`config.mk`:
```
export PLATFORM = sky130hd
export DESIGN_NAME = bmp_stream_out_flat
export DESIGN_NICKNAME = d
export VERILOG_FILES = /design/src/rtl/bmp_stream_out_pkg.sv /design/src/rtl/bmp_stream_out_if.sv /design/src/rtl/bmp_byte_fifo2.sv /design/src/rtl/bmp_stream_out.sv /design/src/flat_wrapper.sv
export SDC_FILE = /design/constraint.sdc
export NUM_CORES = 1
export LEC_CHECK = 0
export ABC_AREA = 1
export BUFFER_PORTS_ARGS = -buffer_cell sky130_fd_sc_hd__buf_2
export CORE_ASPECT_RATIO = 0.9
export CORE_MARGIN = 4
export CORE_UTILIZATION = 45
export DETAILED_ROUTE_END_ITERATION = 10
export HOLD_SLACK_MARGIN = 0.06
export PLACE_DENSITY = 0.71
export SKIP_LAST_GASP = 1
export SYNTH_ARGS = -nofsm -noshare
export SYNTH_HDL_FRONTEND = slang
export SYNTH_SLANG_ARGS = --single-unit
```
`constraint.sdc`:
```
create_clock -name clk -period 5.5 [get_ports clk]
set_clock_uncertainty 0.05 [all_clocks]
set_input_delay 1.1 -clock clk [delete_from_list [all_inputs] [get_ports clk]]
set_output_delay 1.1 -clock clk [all_outputs]
set_load 0.02 [all_outputs]
```
`src/rtl/bmp_stream_out_pkg.sv`:
```
// Shared definitions for the BMP read-out streamer: parameter defaults
// (image geometry) and the controller state encoding.
package bmp_stream_out_pkg;

    // Defaults describe a 512x512 24-bit BMP with its 54-byte header.
    localparam int DEF_BYTE_WIDTH = 8;
    localparam int DEF_ADDR_WIDTH = 20;
    localparam int DEF_TOTAL_SIZE = 512 * 512 * 3 + 54;

    typedef enum logic [1:0] {
        ST_IDLE   = 2'd0,
        ST_STREAM = 2'd1,
        ST_DONE   = 2'd2
    } stream_state_e;

endpackage

```
`src/rtl/bmp_stream_out_if.sv`:
```
// RAM read port plus byte-serial valid/ready stream used by the streamer.
// master = the streamer, slave = RAM model / downstream consumer.
interface bmp_stream_out_if
    import bmp_stream_out_pkg::*;
#(
    parameter int BYTE_WIDTH = DEF_BYTE_WIDTH,
    parameter int ADDR_WIDTH = DEF_ADDR_WIDTH
);

    logic                  RAM_ren;
    logic [ADDR_WIDTH-1:0] RAM_addr;
    logic [BYTE_WIDTH-1:0] RAM_out;
    logic                  tx_valid;
    logic                  tx_ready;
    logic [BYTE_WIDTH-1:0] tx_data;
    logic                  tx_last;

    modport master (
        output RAM_ren, RAM_addr, tx_valid, tx_data, tx_last,
        input  RAM_out, tx_ready
    );

    modport slave (
        input  RAM_ren, RAM_addr, tx_valid, tx_data, tx_last,
        output RAM_out, tx_ready
    );

endinterface

```
`src/rtl/bmp_byte_fifo2.sv`:
```
// Two-entry byte FIFO that soaks up downstream backpressure. The caller
// guarantees no push into a full FIFO (unless popping) and no pop when empty.
module bmp_byte_fifo2 #(
    parameter int WIDTH = 8
) (
    input  logic             clk,
    input  logic             clear,
    input  logic             push,
    input  logic             pop,
    input  logic [WIDTH-1:0] din,
    output logic [1:0]       count,
    output logic [WIDTH-1:0] head
);

    logic [WIDTH-1:0] mem_q [2];
    logic [WIDTH-1:0] mem_d [2];
    logic             wr_ptr_q, wr_ptr_d;
    logic             rd_ptr_q, rd_ptr_d;
    logic [1:0]       count_q, count_d;

    // Next-state of storage, pointers and occupancy from push/pop.
    always_comb begin
        mem_d    = mem_q;
        wr_ptr_d = wr_ptr_q;
        rd_ptr_d = rd_ptr_q;
        count_d  = count_q;
        if (push) begin
            mem_d[wr_ptr_q] = din;
            wr_ptr_d        = ~wr_ptr_q;
        end
        if (pop) begin
            rd_ptr_d = ~rd_ptr_q;
        end
        case ({push, pop})
            2'b10:   count_d = count_q + 2'd1;
            2'b01:   count_d = count_q - 2'd1;
            default: count_d = count_q;
        endcase
    end

    // Register state; clear empties the FIFO and zeroes the storage.
    always_ff @(posedge clk) begin
        if (clear) begin
            mem_q[0] <= '0;
            mem_q[1] <= '0;
            wr_ptr_q <= 1'b0;
            rd_ptr_q <= 1'b0;
            count_q  <= 2'd0;
        end else begin
            mem_q    <= mem_d;
            wr_ptr_q <= wr_ptr_d;
            rd_ptr_q <= rd_ptr_d;
            count_q  <= count_d;
        end
    end

    assign count = count_q;
    assign head  = mem_q[rd_ptr_q];

endmodule

```
`src/rtl/bmp_stream_out.sv`:
```
// Streams TOTAL_SIZE bytes of the BMP RAM, address 0 upward, as a valid/ready
// byte stream. Reads are issued only when a buffer slot is guaranteed, so the
// 2-entry FIFO can never overflow no matter how tx_ready behaves.
module bmp_stream_out
    import bmp_stream_out_pkg::*;
#(
    parameter int BYTE_WIDTH = DEF_BYTE_WIDTH,
    parameter int ADDR_WIDTH = DEF_ADDR_WIDTH,
    parameter int TOTAL_SIZE = DEF_TOTAL_SIZE
) (
    input  logic                    clk,
    input  logic                    rst,
    input  logic                    start,
    bmp_stream_out_if.master        bus,
    output logic                    busy,
    output logic                    done
);

    // Read pointer carries one extra bit so it can reach TOTAL_SIZE itself.
    localparam logic [ADDR_WIDTH:0]   TOTAL    = (ADDR_WIDTH+1)'(TOTAL_SIZE);
    localparam logic [ADDR_WIDTH-1:0] LAST_IDX = ADDR_WIDTH'(TOTAL_SIZE - 1);

    stream_state_e         state_q, state_d;
    logic [ADDR_WIDTH:0]   rd_addr_q, rd_addr_d;
    logic [ADDR_WIDTH-1:0] idx_q, idx_d;
    logic                  inflight_q, inflight_d;
    logic                  busy_q, busy_d;
    logic                  done_q, done_d;

    logic                  start_run;
    logic                  fifo_clear;
    logic                  fifo_push;
    logic                  pop;
    logic                  credit_ok;
    logic                  ren;
    logic                  tx_valid;
    logic                  tx_last;
    logic [1:0]            fifo_count;
    logic [BYTE_WIDTH-1:0] fifo_head;

    bmp_byte_fifo2 #(
        .WIDTH (BYTE_WIDTH)
    ) u_fifo (
        .clk   (clk),
        .clear (fifo_clear),
        .push  (fifo_push),
        .pop   (pop),
        .din   (bus.RAM_out),
        .count (fifo_count),
        .head  (fifo_head)
    );

    // Handshake, read-issue credit and FIFO control for the current cycle.
    always_comb begin
        start_run  = (state_q == ST_IDLE) && start;
        fifo_clear = rst || start_run;
        tx_valid   = (fifo_count != 2'd0);
        tx_last    = tx_valid && (idx_q == LAST_IDX);
        pop        = tx_valid && bus.tx_ready;
        // count + inflight - pop < 2, rearranged to stay unsigned
        credit_ok  = ({1'b0, fifo_count} + {2'b00, inflight_q}) < (3'd2 + {2'b00, pop});
        ren        = (state_q == ST_STREAM) && (rd_addr_q < TOTAL) && credit_ok;
        fifo_push  = (state_q == ST_STREAM) && inflight_q;
    end

    // Controller next state: pointer, byte index, in-flight flag, outputs.
    always_comb begin
        state_d    = state_q;
        rd_addr_d  = rd_addr_q;
        idx_d      = idx_q;
        inflight_d = 1'b0;
        case (state_q)
            ST_IDLE: begin
                if (start) begin
                    state_d   = ST_STREAM;
                    rd_addr_d = '0;
                    idx_d     = '0;
                end
            end
            ST_STREAM: begin
                inflight_d = ren;
                if (ren) begin
                    rd_addr_d = rd_addr_q + 1'b1;
                end
                if (pop) begin
                    idx_d = idx_q + 1'b1;
                    if (tx_last) begin
                        state_d = ST_DONE;
                    end
                end
            end
            ST_DONE: begin
                state_d = ST_IDLE;
            end
            default: begin
                state_d = ST_IDLE;
            end
        endcase
        busy_d = (state_d == ST_STREAM);
        done_d = (state_d == ST_DONE);
    end

    // Single state register for the FSM and its registered outputs.
    always_ff @(posedge clk) begin
        if (rst) begin
            state_q    <= ST_IDLE;
            rd_addr_q  <= '0;
            idx_q      <= '0;
            inflight_q <= 1'b0;
            busy_q     <= 1'b0;
            done_q     <= 1'b0;
        end else begin
            state_q    <= state_d;
            rd_addr_q  <= rd_addr_d;
            idx_q      <= idx_d;
            inflight_q <= inflight_d;
            busy_q     <= busy_d;
            done_q     <= done_d;
        end
    end

    assign bus.RAM_ren  = ren;
    assign bus.RAM_addr = ren ? rd_addr_q[ADDR_WIDTH-1:0] : '0;
    assign bus.tx_valid = tx_valid;
    assign bus.tx_data  = tx_valid ? fifo_head : '0;
    assign bus.tx_last  = tx_last;
    assign busy         = busy_q;
    assign done         = done_q;

endmodule

```
`src/flat_wrapper.sv`:
```
// flat-port wrapper written by rule: the top's interface ports become plain ports
module bmp_stream_out_flat import bmp_stream_out_pkg::*;
#(
    parameter int BYTE_WIDTH = DEF_BYTE_WIDTH,
    parameter int ADDR_WIDTH = DEF_ADDR_WIDTH,
    parameter int TOTAL_SIZE = DEF_TOTAL_SIZE
)
  (clk, rst, start, busy, done, bus_RAM_ren, bus_RAM_addr, bus_tx_valid, bus_tx_data, bus_tx_last, bus_RAM_out, bus_tx_ready);
  bmp_stream_out_if #(.BYTE_WIDTH(BYTE_WIDTH), .ADDR_WIDTH(ADDR_WIDTH)) bus_i ();
  input  logic clk;
  input  logic rst;
  input  logic start;
  output logic busy;
  output logic done;
  output wire logic [$bits(bus_i.RAM_ren)-1:0] bus_RAM_ren;
  output wire logic [$bits(bus_i.RAM_addr)-1:0] bus_RAM_addr;
  output wire logic [$bits(bus_i.tx_valid)-1:0] bus_tx_valid;
  output wire logic [$bits(bus_i.tx_data)-1:0] bus_tx_data;
  output wire logic [$bits(bus_i.tx_last)-1:0] bus_tx_last;
  input wire logic [$bits(bus_i.RAM_out)-1:0] bus_RAM_out;
  input wire logic [$bits(bus_i.tx_ready)-1:0] bus_tx_ready;
  assign bus_RAM_ren = bus_i.RAM_ren;
  assign bus_RAM_addr = bus_i.RAM_addr;
  assign bus_tx_valid = bus_i.tx_valid;
  assign bus_tx_data = bus_i.tx_data;
  assign bus_tx_last = bus_i.tx_last;
  assign bus_i.RAM_out = bus_RAM_out;
  assign bus_i.tx_ready = bus_tx_ready;
  bmp_stream_out #(.BYTE_WIDTH(BYTE_WIDTH), .ADDR_WIDTH(ADDR_WIDTH), .TOTAL_SIZE(TOTAL_SIZE)) u_core (.clk(clk), .rst(rst), .start(start), .bus(bus_i), .busy(busy), .done(done));
endmodule
```
# After elaboration in Yosys (flattened, before gate mapping)
# Cells that the tools add are included.
# W data, S select, Z words.
[word_totals]
register_bits = 66
elab_cells = 70
input_bits = 12
[classes]
add_sub_neg = 6
reduce_logical = 15
n_lt_le_gt_ge = 5
bitwise_logic = 5
eq_ne = 9
muxes = 19
[ops]
columns = ["op", "count"]
rows = [
  ["$mux W20", 3],
  ["$mux W21", 2],
  ["$pmux W21 S2", 1],
  ["$mux W8", 5],
  ["$pmux W20 S2", 1],
  ["$add A21 B1 Y21 const B", 1],
  ["$lt A21 B20 Y1 const B", 1],
  ["$add A20 B1 Y20 const B", 1],
  ["$eq A20 B20 Y1 const B", 1],
  ["$bwmux W16", 1],
  ["$demux W8 S1", 1],
  ["$pmux W2 S2", 2],
  ["$logic_and A1 B1 Y1", 7],
  ["$eq A2 B1 Y1 const B", 3],
  ["$mux W2", 3],
  ["$reduce_and A3 Y1", 2],
  ["$reduce_bool A2 Y1", 3],
  ["$eq A2 B2 Y1 const B", 2],
  ["$ge A2 B2 Y1 const B", 2],
  ["$ne A2 B2 Y1 const B", 2],
  ["$not A1 Y2", 2],
  ["$add A2 B1 Y3", 1],
  ["$add A2 B1 Y3 const A", 1],
  ["$lt A3 B3 Y1", 1],
  ["8 further kinds", 10],
]

# Logic depth before layout (Yosys ltp)
[logic_depth]
word_depth = 7
ltp_mapped = 13

# Cells and area by module
# From an unflattened synthesis, not the netlist that was laid out.
[hier_totals]
cells_unflattened = 590
area_unflattened_um2 = 3701.0
[modules_own_cells]
columns = ["module", "cells_each", "area_each_um2", "instances"]
rows = [
  ["bmp_stream_out", 477, 2875.3, 1],
  ["bmp_byte_fifo2", 113, 825.8, 1],
]

# Worst setup path after synthesis
# OpenSTA, ideal clock, no wires.
[synth_path]
kind = "input to output"
from = "input bus_tx_ready"
to = "output bus_RAM_addr[10]"
required_time_ns = 4.350
setup_slack_ns = 2.430
path_buffers = 1
arrival_ns = 1.920
stages = 7
path_cell_list = "nand3_1 nand2_1 inv_1 nor2_4 nand2_4 buf_2 nor2_1"
[synth_between]
elab_chain_len = 5
[synth_lines]
columns = ["element", "line_no", "text"]
rows = [
  ["start: declaration", "flat_wrapper.sv:21", "input wire logic [$bits(bus_i.tx_ready)-1:0] bus_tx_ready;"],
  ["$logic_and A1 B1 Y1", "bmp_stream_out.sv:59", "pop = tx_valid && bus.tx_ready;"],
  ["$add A2 B1 Y3", "bmp_stream_out.sv:61", "credit_ok = ({1'b0, fifo_count} + {2'b00, inflight_q}) < (3'd2 + {2'b00, pop});"],
  ["$lt A3 B3 Y1", "bmp_stream_out.sv:61", ""],
  ["$logic_and A1 B1 Y1", "bmp_stream_out.sv:62", "ren = (state_q == ST_STREAM) && (rd_addr_q < TOTAL) && credit_ok;"],
  ["$mux W20", "bmp_stream_out.sv:123", "assign bus.RAM_addr = ren ? rd_addr_q[ADDR_WIDTH-1:0] : '0;"],
  ["end: declaration", "flat_wrapper.sv:16", "output wire logic [$bits(bus_i.RAM_addr)-1:0] bus_RAM_addr;"],
]
# No other way between the ends.

# Worst setup path in the final report
[layout_path]
from = "register u_core.u_fifo.count_q[0], in the netlist u_core.u_fifo.count[0]"
to = "output bus_RAM_addr[19]"
[layout_between]
elab_chain_len = 6
elab_cells_between_ends = 7
classes_between = "add/sub: 2; order compare: 1; mux: 1; reduce/logical: 3"
[layout_lines]
columns = ["element", "line_no", "text"]
rows = [
  ["start: declaration", "bmp_byte_fifo2.sv:19", "logic [1:0] count_q, count_d;"],
  ["start signal: assignment", "bmp_byte_fifo2.sv:53", "count_q <= count_d;"],
  ["$reduce_bool A2 Y1", "bmp_stream_out.sv:57", "tx_valid = (fifo_count != 2'd0);"],
  ["$logic_and A1 B1 Y1", "bmp_stream_out.sv:59", ""],
  ["$add A2 B1 Y3", "bmp_stream_out.sv:61", ""],
  ["$lt A3 B3 Y1 *", "bmp_stream_out.sv:61", ""],
  ["$logic_and A1 B1 Y1 *", "bmp_stream_out.sv:62", ""],
  ["$mux W20 *", "bmp_stream_out.sv:123", ""],
]
# Every way passes the cells marked *; elsewhere a longest branch is shown, timed or not.

==> metrics.yaml <==
route.vias.total: 3652
p_per_area_mw_per_mm2: 229
fin_crit_ns: 3.33
track_usage: 0.184
slowest_delay_ns: 0.38
dp_hpwl_mm: 6.09
place_congestion: 0.861
grt_max_degree: 37
ant_nets: 0
antenna_found_initial: 0
drive_above_1_share: 0.147
synth_area_per_cell_um2: 6.50
synth_area_leaders: "dfxtp_1 36%, nand2_1 11%, nor2_1 11%"
p_comb_frac: 0.079
syn_area_mm2: 0.00371
post-route-drc-count: 0
rows: 31
cts_tree: "yes"
grt_remaining_overflow: 0
post-route-period-util: 0.606
wl_per_cell_um: 12.0
cts_root_buf: "clkbuf_8"
synth_top_cell_area_share: 0.356
crit_required_ns: 4.35
worst-path-buf-inv: 1
first_pass_iters: 4
num_antenna_cells: 0
clockBufferDepth: 2
ys_ff_latch: 66
start_util: 0.462
drv_slew: 0
startpoint_type: "flip-flop"
end_kind: "primary output"
wl_met1_mm: 4.17
min_path_type: "reg -> reg"
cts_resized: 0
met3_wirelength_um: 381
leakage_nw: 1.64
final_cell_mix: "110 x nand2_1, 109 x nor2_1, 68 x inv_1"
final-hold-violation-count: 0
drt_iter0_drc: 132
hold_buffers: 0
path_class: "reg -> out"
relSlewSlack: 0.625
clk_latency_ns: 0.35
finalSetupTns_ns: 0
num-fill-cells: 812
synth_largest_area_cell: "dfxtp_1"
synth_fp_nets: 588
reg2reg_slack_ns: 3.38
clk_pin_slew_ns: 0.09
rsz0062_at_grt: "false"
critPathTopFamily: "simple AND/OR/NAND/NOR gates"
crit_path_top_delay_cell: "dfxtp_1"
cts_max_level: 3
highest_layer: "met4"
path_cells: "ha_1 > ha_1 > nor2_1 > nand2_2 > nor2_1 > nand2_1 > nor2_4 > nand2_4 > nor2_1 > buf_2"
grt_pass1_wl_mm: 15.0
wl_mm: 8.55
setup_viol: 0
port_buffers: 44
yosysUniqueCellTypes: 34
max_slew.worst_pin.slew_ns: 0.562
outcome: "complete, no violations"
dr_wl_met2_mm: 3.87
critPathMostFrequentCell: "nor2_1"
via_per_inst: 5.13
netSwitchingPower_mw: 0.277
switching_share: 0.291
totalPowerFinal_mw: 0.950
syn_to_final_growth_pct: 11.7
die_w_um: 104
seqPwrFrac: 0.513
syn_inst: 570
worstPathArrival_ns: 2.18
ios: 45
cp_max_fo: 33
die_area_mm2: 0.00976
final_nets: 626
cts_setup_buffers: 0
layout_commonest_cell: "nand2_1"
vdd_drop_max_uv: 148
fmax_ghz: 0.300
core_mm2: 0.00803
cap_violations: 0
power_frac_clock: 0.408
cts-buffers-inserted: 9
grt_pass1_vias: 3415
die_h_um: 94.1
cellInternalPower_mw: 0.673
ys_seq_area_frac: 0.356
numClockSinks: 66
yosysWarnings: 0
==> power by group through the flow <==
stage	Clock, mW	Sequential (mW)	Combinational [mW]
6_report	0.388	0.487	0.0751
5_1_grt	0.423	0.488	0.0854
4_1_cts	0.400	0.487	0.0754
3_5_place_dp	0	0.498	0.0756
3_3_place_gp	0	0.498	0.0736
2_1_floorplan	0	0.498	0.0605
==> per-stage QoR <==
stage	instances	utilization	setup WS, ns	hold WS (ns)	instance area, µm²
detailed placement	696	0.493	2.19	0.397	3960
finish	712	0.516	2.17	0.411	4140
floorplan	570	-	2.43	0.379	3710
CTS	712	0.516	2.11	0.410	4140
global route	712	0.516	1.95	0.438	4140
global placement	696	0.493	2.20	0.388	3960
==> cell type report <==
| type | instances | area (µm²) | share of cell area |
|---|---|---|---|
| clock inverters | 7 | 60.1 | 0.0145 |
| inverters | 74 | 278 | 0.0671 |
| multi-input cells | 412 | 2010 | 0.485 |
| repair buffers | 45 | 228 | 0.0550 |
| flip-flops and latches | 66 | 1320 | 0.319 |
| well taps | 99 | 124 | 0.0299 |
| clock buffers | 9 | 124 | 0.0299 |
==> metal layers <==
metal / global-route usage / vias up
met5: 0 / -
met4: 0.0576 / 0
met3: 0.0440 / 14
met2: 0.300 / 79
met1: 0.242 / 1658
li1: - / 1901
==> cells in the mapped netlist <==
master,count
a21oi_1,51
nand4_1,10
buf_6,2
nand2_8,1
nand2_4,4
o21ai_0,34
buf_1,2
nand2_1,110
nor3_2,3
ha_1,6
a31oi_1,2
inv_1,68
buf_4,3
dfxtp_1,66
nand3b_1,1
xor2_1,7
nor2_8,1
a211oi_1,1
nand3_1,34
nor2_2,5
buf_2,5
nor3_1,16
and3_1,1
inv_2,5
clkinv_1,1
clkbuf_2,1
nor4_1,4
clkbuf_1,5
nor3b_1,1
nand2_2,4
nor2_4,5
o21ba_2,1
nor2_1,109
and2_1,1
==> kinds of logic after synthesis <==
logic type / after synthesis / synth area share
flip-flops: 66 / 0.356
AO/OA/AOI/OAI: 89 / 0.123
adder cells (fa/ha/maj): 6 / 0.0202
XOR/XNOR: 7 / 0.0165
buffers and inverters: 92 / 0.102
AND/OR/NAND/NOR: 310 / 0.382
==> worst reg2reg max path, stage by stage, from the launching register on <==
cell and delay (ns):
dfxtp_1 0.38, ha_1 0.23, ha_1 0.19, nor2_1 0.12, nand2_2 0.06, nor2_1 0.08, nand2_1 0.08, nor2_4 0.10
nand2_4 0.22, nand2_8 0.25, nand2_1 0.11, nor2_1 0.11, nor2_1 0.05
==> sequential cells by signal, summed over array words and instances, names as in the netlist <==
| signal | count |
|---|---|
| u_core.u_fifo.mem_q | 16 |
| u_core.u_fifo.count | 2 |
| u_core.done | 1 |
| u_core.inflight_q | 1 |
| u_core.state_q | 2 |
| u_core.u_fifo.rd_ptr_q | 1 |
| u_core.u_fifo.wr_ptr_q | 1 |
| u_core.idx_q | 20 |
| u_core.rd_addr_q | 21 |
| u_core.busy | 1 |
==> worst paths after layout <==
kind,from,endpoint,depth (start not counted)
max,u_core.u_fifo.count[0],bus_RAM_addr[19],10
max reg2reg,u_core.u_fifo.count[0],u_core.rd_addr_q[7],12
min reg2reg,u_core.u_fifo.mem_q[4],u_core.u_fifo.mem_q[4],2
min,u_core.u_fifo.mem_q[4],u_core.u_fifo.mem_q[4],2
(Power assumes the default switching activity.)
